$ cat config.mk
export PLATFORM = sky130hd
export DESIGN_NAME = antitheft_ctrl_multi
export DESIGN_NICKNAME = d
export VERILOG_FILES = /design/src/rtl/antitheft_ctrl_multi.sv
export SDC_FILE = /design/constraint.sdc
export NUM_CORES = 1
export LEC_CHECK = 0
export CAP_MARGIN = 0
export CORE_MARGIN = 2
export CORE_UTILIZATION = 25
export DETAILED_ROUTE_END_ITERATION = 6
export GPL_ROUTABILITY_DRIVEN = 1
export GPL_TIMING_DRIVEN = 0
export PLACE_DENSITY = 0.53
export SYNTH_ARGS = -nofsm -noshare
export SYNTH_HDL_FRONTEND = slang
export SYNTH_SLANG_ARGS = --single-unit
$ cat constraint.sdc
create_clock -name clock -period 4.9 [get_ports clock]
set_clock_uncertainty 0.2 [all_clocks]
set_input_delay 0.98 -clock clock [delete_from_list [all_inputs] [get_ports clock]]
set_output_delay 0.98 -clock clock [all_outputs]
set_load 0.02 [all_outputs]
$ cat src/rtl/antitheft_ctrl_multi.sv
// Vehicle anti-theft controller: multi-door entry delay, timed siren with retrigger lockout,
// passive re-arming after the driver leaves, and latched door-zone / alarm-count reporting.
module antitheft_ctrl_multi #(
  parameter int NUM_DOORS  = 4,
  parameter int TW         = 6,
  parameter int T_DRV      = 8,
  parameter int T_PASS     = 15,
  parameter int T_ALARM    = 10,
  parameter int T_ARM      = 6,
  parameter int MAX_RETRIG = 3
) (
  input  logic                              clock,
  input  logic                              reset,
  input  logic                              ignition,
  input  logic [NUM_DOORS-1:0]              doors,
  input  logic                              reprogram,
  input  logic                              one_hz_enable,
  output logic                              status,
  output logic                              siren,
  output logic [2:0]                        state,
  output logic [$clog2(MAX_RETRIG+1)-1:0]   alarm_count,
  output logic [NUM_DOORS-1:0]              zone_latched
);

  localparam int CW = $clog2(MAX_RETRIG + 1);

  typedef enum logic [2:0] {
    ARMED      = 3'd0,
    ENTRY      = 3'd1,
    ALARM      = 3'd2,
    DISARMED   = 3'd3,
    WAIT_OPEN  = 3'd4,
    WAIT_CLOSE = 3'd5,
    ARM_DLY    = 3'd6,
    LOCKOUT    = 3'd7
  } state_t;

  state_t          state_q, state_d;
  logic [TW-1:0]   timer_q;
  logic [TW-1:0]   load_val;
  logic            load;
  logic            clr;
  logic            inc;
  logic            blink_q;
  logic [CW-1:0]   count_q;
  logic [NUM_DOORS-1:0] zone_q;
  logic            expired;

  assign expired = (timer_q == '0);

  // NOTE: every signal written here gets a default first, so no path can leave one
  // unassigned and infer a latch.
  always_comb begin
    state_d  = state_q;
    load     = 1'b0;
    load_val = '0;
    clr      = 1'b0;
    inc      = 1'b0;
    case (state_q)
      ARMED: begin
        if (|doors) begin
          state_d  = ENTRY;
          load     = 1'b1;
          load_val = (|doors[NUM_DOORS-1:1]) ? TW'(T_PASS) : TW'(T_DRV);
        end else if (ignition) begin
          state_d = DISARMED;
        end
      end
      ENTRY: begin
        if (expired) begin
          state_d  = ALARM;
          load     = 1'b1;
          load_val = TW'(T_ALARM);
          inc      = 1'b1;
        end else if (reprogram) begin
          state_d = ARMED;
          clr     = 1'b1;
        end else if (ignition) begin
          state_d = DISARMED;
        end
      end
      ALARM: begin
        if (reprogram) begin
          state_d = ARMED;
          clr     = 1'b1;
        end else if (ignition) begin
          state_d = DISARMED;
        end else if (expired) begin
          state_d = (count_q == CW'(MAX_RETRIG)) ? LOCKOUT : ARMED;
        end
      end
      DISARMED: begin
        if (!ignition) begin
          state_d = WAIT_OPEN;
        end else if (reprogram) begin
          state_d = ARMED;
          clr     = 1'b1;
        end
      end
      WAIT_OPEN: begin
        if (ignition) begin
          state_d = DISARMED;
        end else if (doors[0]) begin
          state_d = WAIT_CLOSE;
        end else if (reprogram) begin
          state_d = ARMED;
          clr     = 1'b1;
        end
      end
      WAIT_CLOSE: begin
        if (ignition) begin
          state_d = DISARMED;
        end else if (!doors[0]) begin
          state_d  = ARM_DLY;
          load     = 1'b1;
          load_val = TW'(T_ARM);
        end
      end
      ARM_DLY: begin
        if (ignition) begin
          state_d = DISARMED;
        end else if (|doors) begin
          load     = 1'b1;
          load_val = TW'(T_ARM);
        end else if (expired || reprogram) begin
          state_d = ARMED;
          clr     = reprogram;
        end
      end
      LOCKOUT: begin
        if (reprogram) begin
          state_d = ARMED;
          clr     = 1'b1;
        end else if (ignition) begin
          state_d = DISARMED;
        end
      end
      default: state_d = ARMED;
    endcase
    if (state_d == DISARMED && state_q != DISARMED) clr = 1'b1;
  end

  // NOTE: state registers use non-blocking assignments so every flop samples the
  // pre-edge values regardless of statement order.
  always_ff @(posedge clock or posedge reset) begin
    if (reset) begin
      state_q <= ARMED;
      timer_q <= '0;
      blink_q <= 1'b0;
      count_q <= '0;
      zone_q  <= '0;
    end else begin
      state_q <= state_d;

      if (load)                           timer_q <= load_val;
      else if (one_hz_enable && !expired) timer_q <= timer_q - 1'b1;

      // The blink phase restarts dark each time the car re-arms.
      if (state_d == ARMED && state_q != ARMED) blink_q <= 1'b0;
      else if (one_hz_enable)                   blink_q <= ~blink_q;

      if (clr)                                       count_q <= '0;
      else if (inc && count_q != CW'(MAX_RETRIG))    count_q <= count_q + 1'b1;

      if (clr)                                                         zone_q <= '0;
      else if (state_q == ARMED || state_q == ENTRY || state_q == ALARM) zone_q <= zone_q | doors;
    end
  end

  always_comb begin
    status = 1'b0;
    case (state_q)
      ARMED:                  status = blink_q;
      ENTRY, ALARM, LOCKOUT:  status = 1'b1;
      default:                status = 1'b0;
    endcase
  end

  assign siren        = (state_q == ALARM);
  assign state        = state_q;
  assign alarm_count  = count_q;
  assign zone_latched = zone_q;

endmodule

==> run summary <==
status -> finished, final reports clean
final setup fails -> 0
Post-CTS Setup Inserts -> 0
Routed Antenna Nets -> 0
Required @ worst endpoint -> 3720 ps
Die ar. -> 0.00574 mm²
Top FF cell, synth -> dfrtp_1
Core Area -> 0.00504 mm²
Synth area leader -> dfrtp_1
top cell type's share of synthesized area -> 31.1%
Setup WS pre-CTS -> 1550 ps
First DRT Iteration DRCs -> 179
setup TNS -> 0 ps
Register-to-Register Setup Slack -> 2490 ps
routed vias -> 1,218
Sw Share -> 47.5%
VDD IR max -> 0.270 mV
Hold Violations, Final -> 0
Synth Warn # -> 0
global-route wire length before repair -> 5.71 mm
number of global-route vias before repair -> 1,172
IO Count -> 20
Rel. slew slack -> 58.6%
initial core utilization -> 25.5%
EDFF count, synth -> 0
num rows -> 26
sequential cell area fraction in the yosys report -> 31.1%
Layout area overhead -> 25.1%
Hold Path Class -> reg2reg
final cell count without fillers -> 242
Psw -> 0.479 mW
final antenna diode count -> 0
Clk pwr share -> 11.7%
Avg Cell Area, Syn -> 8.57 µm²
crit start category -> flip-flop
Nets -> 184
crit share post-route -> 66.8%
cell-internal power -> 0.529 mW
syn nets -> 161
Die X -> 75.7 µm
max-cap violations -> 0
RSZ-0062 raised after global routing -> false
mapped cell area -> 0.00129 mm²
H-tree levels -> 1
CTS sink count -> 16
synth unique cells -> 52
Worst Setup End Kind -> output port
ys async rst share -> 100%
total global routing overflow -> 0
layout cells sized above 1 -> 15.1%
Least-Margin Pin Slew -> 621 ps
post-route minimum period -> 3270 ps
Worst Hold Margin -> 299 ps
DP Wirelength -> 2.48 mm
post-layout util -> 31.9%
largest net degree at the start of global routing -> 17
WL/cell -> 13.8 µm
total wire length -> 3.35 mm
TritonCTS clock tree -> built
leakage power -> 0.638 nW
GRT Util Overall -> 13.2%
Gate power share -> 65.0%
Root Driver -> clkbuf_8
crit path DAT -> 2090 ps
Max Freq -> 0.306 GHz
CTS-repair resized insts -> 0
crit-path cells -> buf_4 > buf_6 > nand3_1 > o21ai_0 > a21oi_1 > clkdlybuf4s50_1
worst-path fanout max -> 10
Final WS setup -> 1630 ps
clock-pin slew on the worst setup and hold paths -> 60 ps
largest cells by area after synthesis -> dfrtp_1, nor2_1, a21oi_1
initial antenna violation count -> 0
hold_buf cts -> 0
crit path kind -> reg2out
Area after DPL -> 0.00155 mm²
Cells after Synth -> 150
port bufs -> 18
drt drc -> 0
cell count after placement -> 238
fillers -> 553
clock buffer depth -> 2
Synth Register Bits -> 16
routability-driven placement congestion ratio -> 0.817
Flop pwr share -> 23.3%
TritonCTS buffer count -> 3
Synth top cells by count -> nor2_1, dfrtp_1, a21oi_1, nand2_1, inv_1
count leader, synth -> nor2_1
total power -> 1.01 mW
critical path's largest stage delay -> 630 ps
Critical-path top delay cell -> clkdlybuf4s50_1
Power Dens Cells -> 626 mW/mm²
DR vias/cell -> 5.03
Clock Latency Late Sink -> 250 ps
final instance area -> 0.00161 mm²
Initial DRT Pass Iterations -> 4
count of pins over their slew limit -> 0
die height -> 75.7 µm
metal layers:
layer	GRT usage (%)	part of all wire, %
met1	18.6	49
met5	0	0
met3	1.85	6.1
met4	5.85	2.0
met2	20.2	43
flip-flops by register name, indices dropped and copies added, names as in the netlist:
name          flops
alarm_count       2
blink_q           1
state             3
timer_q           6
zone_latched      4
final cells by class:
cell class | instances | area (µm²) | share of cell area (%)
Buffer | 9 | 53.8 | 3.34
Timing Repair Buffer | 18 | 180 | 11.2
Multi-Input combinational cell | 115 | 795 | 49.4
Inverter | 10 | 37.5 | 2.33
Sequential cell | 16 | 400 | 24.9
Clock buffer | 4 | 55.1 | 3.42
Tap cell | 70 | 87.6 | 5.44
worst max-delay path, delay by kind of cell, from the launching register on:
family	cells	cell delay, ps
AO/OA/AOI/OAI	2	270
buffers and inverters	3	970
flip-flops	1	440
AND/OR/NAND/NOR	1	150
power by group through the flow:
stage	combinational [mW]	clock [mW]	sequential, mW
after floorplan	0.438	0	0.261
after global placement	0.655	0	0.238
after detailed placement	0.653	0	0.238
after CTS	0.657	0.123	0.235
after global routing	0.718	0.130	0.245
final	0.654	0.118	0.235
cell usage in the layout (no fill, tap or decap), types with 3 or more instances in the layout:
| cell type | synthesis | final |
|---|---|---|
| a21oi_1 | 13 | 13 |
| a31oi_1 | 5 | 5 |
| buf_2 | 4 | 4 |
| clkbuf_8 | 0 | 4 |
| clkdlybuf4s50_1 | 0 | 18 |
| dfrtp_1 | 16 | 16 |
| inv_1 | 10 | 10 |
| nand2_1 | 11 | 11 |
| nand3_1 | 4 | 4 |
| nor2_1 | 18 | 18 |
| nor3_1 | 3 | 3 |
| o21ai_0 | 7 | 7 |
| or3_1 | 4 | 4 |
| xnor2_1 | 5 | 5 |
path summary, 6_finish.rpt:
kind,from,end,depth (start not counted)
max in group asynchronous,reset,state[0],2
min,zone_latched[3],zone_latched[3],2
max reg2reg,timer_q[0],zone_latched[0],8
max,state[1],status,6
min reg2reg,zone_latched[3],zone_latched[3],2
min in group asynchronous,reset,timer_q[2],2
cells by family (layout without fill, tap and decap cells):
group | Yosys count | count (layout) | synth area share, %
buf+inv | 19 | 41 | 7.10
fa+ha+maj | 2 | 2 | 1.95
simple gates | 56 | 56 | 24.0
compound gates | 52 | 52 | 32.4
xor+xnor | 5 | 5 | 3.40
flops | 16 | 16 | 31.1
Note: power is estimated with default switching activity, not from simulation.
